**src/rtl/quad_decoder.sv**
```systemverilog
// quad_decoder: x4 quadrature decoder with wrapping N-bit position count
// Ports:
//   clk     system clock, rising edge
//   reset   asynchronous active-low reset
//   enc_a   encoder phase A (asynchronous to clk)
//   enc_b   encoder phase B (asynchronous to clk)
//   clear   synchronous count clear, active-high, beats step/err
//   count   N-bit position, modulo 2^N
//   dir     direction of last valid step (1 = up)
//   step    one-cycle pulse per valid step
//   err     one-cycle pulse when both phases change in one sample
// Option: define QDEC_FILTER_EN for a 3-cycle per-phase glitch filter.
module quad_decoder #(
  parameter int N = 4,
  parameter int SYNC_STAGES = 2
) (
  input  logic         clk,
  input  logic         reset,
  input  logic         enc_a,
  input  logic         enc_b,
  input  logic         clear,
  output logic [N-1:0] count,
  output logic         dir,
  output logic         step,
  output logic         err
);
`ifdef QDEC_FILTER_EN
  localparam int W = SYNC_STAGES + 2;
`else
  localparam int W = SYNC_STAGES;
`endif
  localparam int CW = $clog2(W + 1);
  typedef enum logic {INIT, RUN} state_t;
  state_t state, state_n;
  logic [CW-1:0] ic;
  logic [SYNC_STAGES-1:0] sa, sb;
  logic [1:0] s, la, cur, nxt, prev, prev_n;
  logic [N-1:0] count_n;
  logic dir_n, step_n, err_n, up, dn, bad, run;
  assign s = {sa[SYNC_STAGES-1], sb[SYNC_STAGES-1]};
  // la is the value s will hold after the coming edge; INIT latches the
  // baseline from it so the first RUN cycle compares like with like.
  assign la = {sa[SYNC_STAGES-2], sb[SYNC_STAGES-2]};
  always_ff @(posedge clk or negedge reset)
    if (!reset) begin
      sa <= '0;
      sb <= '0;
    end else begin
      sa <= {sa[SYNC_STAGES-2:0], enc_a};
      sb <= {sb[SYNC_STAGES-2:0], enc_b};
    end
`ifdef QDEC_FILTER_EN
  logic [1:0] h1, h2, fq, eq, eqn;
  // A phase is accepted once the synchronized value has agreed for three
  // consecutive samples (s, h1, h2); otherwise the held value fq persists.
  assign eq = ~(s ^ h1) & ~(h1 ^ h2);
  assign cur = (eq & s) | (~eq & fq);
  assign eqn = ~(la ^ s) & ~(s ^ h1);
  assign nxt = (eqn & la) | (~eqn & cur);
  always_ff @(posedge clk or negedge reset)
    if (!reset) begin
      h1 <= '0;
      h2 <= '0;
      fq <= '0;
    end else begin
      h1 <= s;
      h2 <= h1;
      fq <= cur;
    end
`else
  assign cur = s;
  assign nxt = la;
`endif
  always_ff @(posedge clk or negedge reset)
    if (!reset) begin
      state <= INIT;
      ic    <= '0;
    end else begin
      state <= state_n;
      ic    <= (state == INIT) ? ic + CW'(1) : '0;
    end
  always_comb state_n = (state == INIT && ic == CW'(W - 1)) ? RUN : state;
  always_comb begin
    run     = (state == RUN);
    up      = (cur == {prev[0], ~prev[1]});
    dn      = (cur == {~prev[0], prev[1]});
    bad     = (cur == ~prev);
    prev_n  = run ? cur : nxt;
    count_n = clear ? '0 : (run && up) ? count + N'(1) : (run && dn) ? count - N'(1) : count;
    dir_n   = (clear || !run) ? dir : up ? 1'b1 : dn ? 1'b0 : dir;
    step_n  = run && !clear && (up || dn);
    err_n   = run && !clear && bad;
  end
  always_ff @(posedge clk or negedge reset)
    if (!reset) begin
      prev  <= '0;
      count <= '0;
      dir   <= 1'b0;
      step  <= 1'b0;
      err   <= 1'b0;
    end else begin
      prev  <= prev_n;
      count <= count_n;
      dir   <= dir_n;
      step  <= step_n;
      err   <= err_n;
    end
endmodule
```
**config.mk**
```make
export PLATFORM = sky130hd
export DESIGN_NAME = quad_decoder
export DESIGN_NICKNAME = d
export VERILOG_FILES = /design/src/rtl/quad_decoder.sv
export SDC_FILE = /design/constraint.sdc
export NUM_CORES = 1
export LEC_CHECK = 0
export BUFFER_PORTS_ARGS = -buffer_cell sky130_fd_sc_hd__buf_2
export CORE_MARGIN = 4
export CORE_UTILIZATION = 40
export CTS_CLUSTER_SIZE = 24
export DETAILED_ROUTE_END_ITERATION = 8
export PLACE_DENSITY_LB_ADDON = 0.1
export SYNTH_ARGS = -nofsm -noshare
export SYNTH_HDL_FRONTEND = slang
export SYNTH_SLANG_ARGS = --single-unit
```
**constraint.sdc**
```tcl
create_clock -name clk -period 7.1 [get_ports clk]
set_clock_uncertainty 0.1 [all_clocks]
set_input_delay 0.355 -clock clk [delete_from_list [all_inputs] [get_ports clk]]
set_output_delay 0.355 -clock clk [all_outputs]
set_load 0.01 [all_outputs]
```
=== Word level (Yosys, flattened, before mapping) ===
Index checks and enable logic that the tools add are counted.
W data, S select, Z words.

* Bitwise gates (word level): 5
* Reduce and logical (&&, ||, !) cells: 13
* Add/subtract/negate cells: 3
* Equal/unequal tests: 4
* Muxes and demuxes: 7

{| class="wikitable"
|+ Operators with widths
! operator !! count
|-
| $mux W4 || 3
|-
| $eq A2 B2 Y1 || 3
|-
| $logic_and A1 B1 Y1 || 6
|-
| $add A4 B1 Y4 const B || 1
|-
| $mux W2 || 2
|-
| $not A1 Y1 || 4
|-
| $sub A4 B1 Y4 const B || 1
|-
| $reduce_bool A3 Y1 || 1
|-
| $add A2 B1 Y2 const B || 1
|-
| $eq A2 B1 Y1 const B || 1
|-
| $logic_not A1 Y1 || 2
|-
| $logic_or A1 B1 Y1 || 2
|-
| $mux W1 || 2
|-
| $not A2 Y2 || 1
|-
| $reduce_and A2 Y1 || 1
|-
| $reduce_bool A2 Y1 || 1
|}

* Input port bits: 5
* Register bits after elaboration: 16
* Output and inout port bits: 7

=== Depth between registers and ports, before layout ===
* Depth after elaboration: 6
* Mapped depth: 8
* Mapped depth without buffers: 7

=== Worst setup path before layout ===
OpenSTA, ideal clock, no wires.

* Kind: reg-to-reg
* From: register sb[1]
* To: register count[3]
* Setup time: 0.127 ns
* Path slack: 4.622 ns
* Cell stages (with the launch flop): 8
* Data arrival time: 2.250 ns
* Path through: dfrtp_1 -> xnor2_2 -> or3_2 -> ha_1 -> a21oi_1 -> a211o_1 -> a21oi_2 -> mux2_1

* Cells in the longest elaborated chain, start to end: 4

{| class="wikitable"
|+ RTL lines
! what !! line !! source
|-
| from (decl) || 36 || <nowiki>logic [SYNC_STAGES-1:0] sa, sb;</nowiki>
|-
| from (signal assigned) || 50 || <nowiki>sb <= {sb[SYNC_STAGES-2:0], enc_b};</nowiki>
|-
| $eq A2 B2 Y1 || 85 || <nowiki>up = (cur == {prev[0], ~prev[1]});</nowiki>
|-
| $logic_and A1 B1 Y1 || 89 || <nowiki>count_n = clear ? '0 : (run && up) ? count + N'(1) : (run && dn) ? count - N'(1) : count;</nowiki>
|-
| $mux W4 (2 in series) || 89 ||
|-
| to (signal assigned) || 103 || <nowiki>count <= count_n;</nowiki>
|-
| to (decl) || 22 || <nowiki>output logic [N-1:0] count,</nowiki>
|}

Parallel ways exist; a longest one is shown, timed or not.
A chain may end at the register's enable or synchronous reset.

=== Worst setup path in the final report ===
* From: register state (netlist: run)
* To: register count[3]

* Cells in the longest elaborated chain, start to end: 3

{| class="wikitable"
|+ RTL lines
! what !! line !! source
|-
| from (decl) || 34 || <nowiki>state_t state, state_n;</nowiki>
|-
| from (signal assigned) || 79 || <nowiki>state <= state_n;</nowiki>
|-
| $logic_and A1 B1 Y1 || 89 ||
|-
| $mux W4 (2 in series) || 89 ||
|}

Parallel ways exist; a longest one is shown, timed or not.

==> results.py <==
metrics = {
    "grt": {
        "grt_pass1_vias": 521,
        "antenna_found_initial": 0,
        "grt_overflow": 0,
        "grt_use_total_pct": 11.3,
        "grt_pass1_wl_um": 2130,
        "grt_max_degree": 17,
    },
    "layout": {
        "drive_gt1_share_pct": 29.9,
        "fillers": 171,
        "n_antenna_cell": 0,
        "final_nets": 87,
        "multiInputGateArea_um2": 327,
        "regArea_um2": 400,
        "final_cells": 102,
        "synthToLayoutAreaGrowth_pct": 17.0,
    },
    "sta": {
        "worst_pin_slew_ns": 0.367,
        "finalMaxSlewViolations": 0,
        "layout_setup_ws_ns": 4.42,
        "grt_setup_unrepaired": "no",
        "finalSetupViolCount": 0,
        "clock.fmax_mhz": 373,
        "period_needed_ns": 2.68,
        "finalHoldViolCount": 0,
        "setup_total_negative_slack_ns": 0,
        "period_share_pct": 37.8,
        "relSlewSlack_pct": 75.5,
    },
    "floorplanning": {
        "die_h_um": 51.3,
        "initial_core_util_pct": 43.0,
        "io_pins": 12,
        "die-area_um2": 2630,
        "core_um2": 1750,
        "num_rows": 15,
        "die_w_um": 51.3,
    },
    "worst_setup_path": {
        "critical_path.top_delay_family": "flip-flops",
        "slowest_stage": "dfrtp_1",
        "cp.arrival_ns": 2.75,
        "r2r_end": "count[3]$_DFFE_PN0P_",
        "reg2regPathDepth": 7,
        "cp_slowest_stage_delay_ns": 0.56,
        "cp.required_ns": 7.17,
        "worst-path-buf-inv": 1,
        "ff2ff_setup_slack_ns": 4.42,
        "path_class": "reg -> reg",
        "cp_cell_sequence": "inv_1, or3_2, ha_1, a21oi_1, a211o_1, a21oi_2, mux2_1",
        "endpoint_kind": "flip-flop",
        "crit_start": "run$_DFFE_PN0P_",
        "r2r_start": "run$_DFFE_PN0P_",
        "cp.depth": 7,
        "crit_fanout": 11,
        "cp-start-kind": "flip-flop",
        "cp-endpoint": "count[3]$_DFFE_PN0P_",
    },
    "cts": {
        "cts-root-buf": "clkbuf_4",
        "cts_hold_buf": 1,
        "cts_resized": 0,
        "clockBufferDepth": 2,
        "clk_pin_slew_ns": 0.09,
        "insertion_delay_ns": 0.28,
        "cts_buffers": 3,
        "cts_setup_buffers": 0,
        "cts_tree": "yes",
        "htreeDepth": 1,
        "cts_sinks": 16,
    },
    "route": {
        "drt_iter0_markers": 7,
        "postRouteAntennaNets": 0,
        "drc": 0,
        "wl_per_cell_um": 11.7,
        "wirelength_um": 1200,
        "drtPass1Iterations": 4,
        "via_count": 478,
        "viasPerCell": 4.69,
    },
    "synthesis": {
        "syn_nets": 71,
        "synth.ff_latch_count": 16,
        "synth_warnings": 0,
        "netlist_instances": 62,
        "synth_area_um2": 751,
        "synth_top_area_cell": "dfrtp_1",
        "netlist.area_leader.share_pct": 53.3,
        "syn_area_per_cell_um2": 12.1,
        "ys_seq_area_share_pct": 53.3,
        "synthDistinctLibCells": 25,
        "synthTopCellsByArea": "dfrtp_1 53%, ha_1 5.0%, xnor2_1 4.7%, xnor2_2 4.3%, mux2_2 3.0%",
    },
    "placement": {
        "hpwl_um": 911,
        "place.gp.congestion": 0.808,
        "dp_slack_ns": 4.43,
        "io_buffer_count": 11,
        "post-place-cells": 97,
    },
    "pwr": {
        "vdd_drop_max_v": 0.000120,
        "p_leak_nw": 0.420,
        "p_per_area_nw_per_um2": 258,
    },
    "status": {
        "outcome": "finished clean",
    },
    "flow_run": {
        "drv_cap": 0,
    },
    "min_path": {
        "hold_class": "in -> reg",
    },
}
-- logic make-up (layout without fill, tap and decap cells) --
family                     count (synthesis)  count (layout)  synth area share (%)
adders and majority gates                  4               4                  7.67
muxes                                      3               3                  4.50
DFF                                       16              16                  53.3
AOI/OAI and AO/OA                         11              11                  9.50
and+or+nand+nor                           14              14                  9.50
xor gates and xnor gates                   8               8                  12.3
buffers and inverters                      6              21                  3.17
-- metrics by stage --
step	hold slack (ns)	total power [mW]	util [%]	area [um2]
2_1_floorplan	-0.0406	0.150	-	751
3_3_place_gp	0.188	0.168	47.7	832
3_5_place_dp	0.190	0.169	47.7	832
4_1_cts	0.0624	0.231	50.3	878
5_1_grt	0.0492	0.242	50.3	878
6_report	0.0730	0.226	50.3	878
-- synth_stat cells, drive strengths merged --
| library cell | number |
|---|---|
| a211o | 1 |
| a21oi | 5 |
| a311oi | 1 |
| buf | 1 |
| dfrtp | 16 |
| fa | 1 |
| ha | 3 |
| inv | 5 |
| mux2 | 3 |
| nand2b | 1 |
| nand3 | 3 |
| nand4 | 1 |
| nor2 | 5 |
| nor2b | 1 |
| nor3 | 1 |
| o21ai | 3 |
| o2bb2a | 1 |
| or2 | 1 |
| or3 | 1 |
| xnor2 | 6 |
| xor2 | 2 |
-- routing by layer --
| layer | track usage, % | vias up | wire [um] |
|---|---|---|---|
| li1 | - | 243 | - |
| met1 | 12.7 | 224 | 589 |
| met2 | 18.7 | 9 | 555 |
| met3 | 3.50 | 2 | 38 |
| met4 | 6.55 | 0 | 12 |
| met5 | 0 | - | 0 |
-- state kept, by name, summed over array words and instances, names as in the netlist --
signal / cells
count: 4
prev: 2
ic: 2
sa: 2
step: 1
sb: 2
err: 1
dir: 1
run: 1
-- how the worst min path moves through the flow --
stage,slack [ns],end,startpoint,cells past startpoint
floorplan,-0.04,count[0]$_DFFE_PN0P_,reset,0
global placement,0.19,count[1]$_DFFE_PN0P_,reset,1
detailed placement,0.19,count[0]$_DFFE_PN0P_,reset,1
CTS,0.06,sb[0]$_DFF_PN0_,enc_b,1
global route,0.05,sb[0]$_DFF_PN0_,enc_b,1
finish,0.07,sb[0]$_DFF_PN0_,enc_b,1
-- cell usage in the layout (no fill, tap or decap), types with 2 or more instances in the layout --
cell	count
a21oi_1	4
buf_2	11
clkbuf_4	3
dfrtp_1	16
ha_1	3
inv_1	5
mux2_2	2
nand3_1	3
nor2_1	5
o21ai_0	3
xnor2_1	4
xnor2_2	2
-- power breakdown --
part           internal (mW)  leakage [nW]  total [mW]  switching, mW
combinational         0.0283         0.201      0.0586         0.0302
sequential             0.101         0.198       0.108        0.00741
clock                 0.0312        0.0210      0.0598         0.0286
-- final cells by class --
| cell class | instances | share of cell area, % |
|---|---|---|
| Clock buffer | 4 | 4.13 |
| Inverter | 5 | 2.14 |
| Multi-Input combinational cell | 40 | 37.2 |
| Sequential cell | 16 | 45.6 |
| Tap cell | 25 | 3.56 |
| Timing Repair Buffer | 12 | 7.41 |
Note: power is estimated with default switching activity, not from simulation.
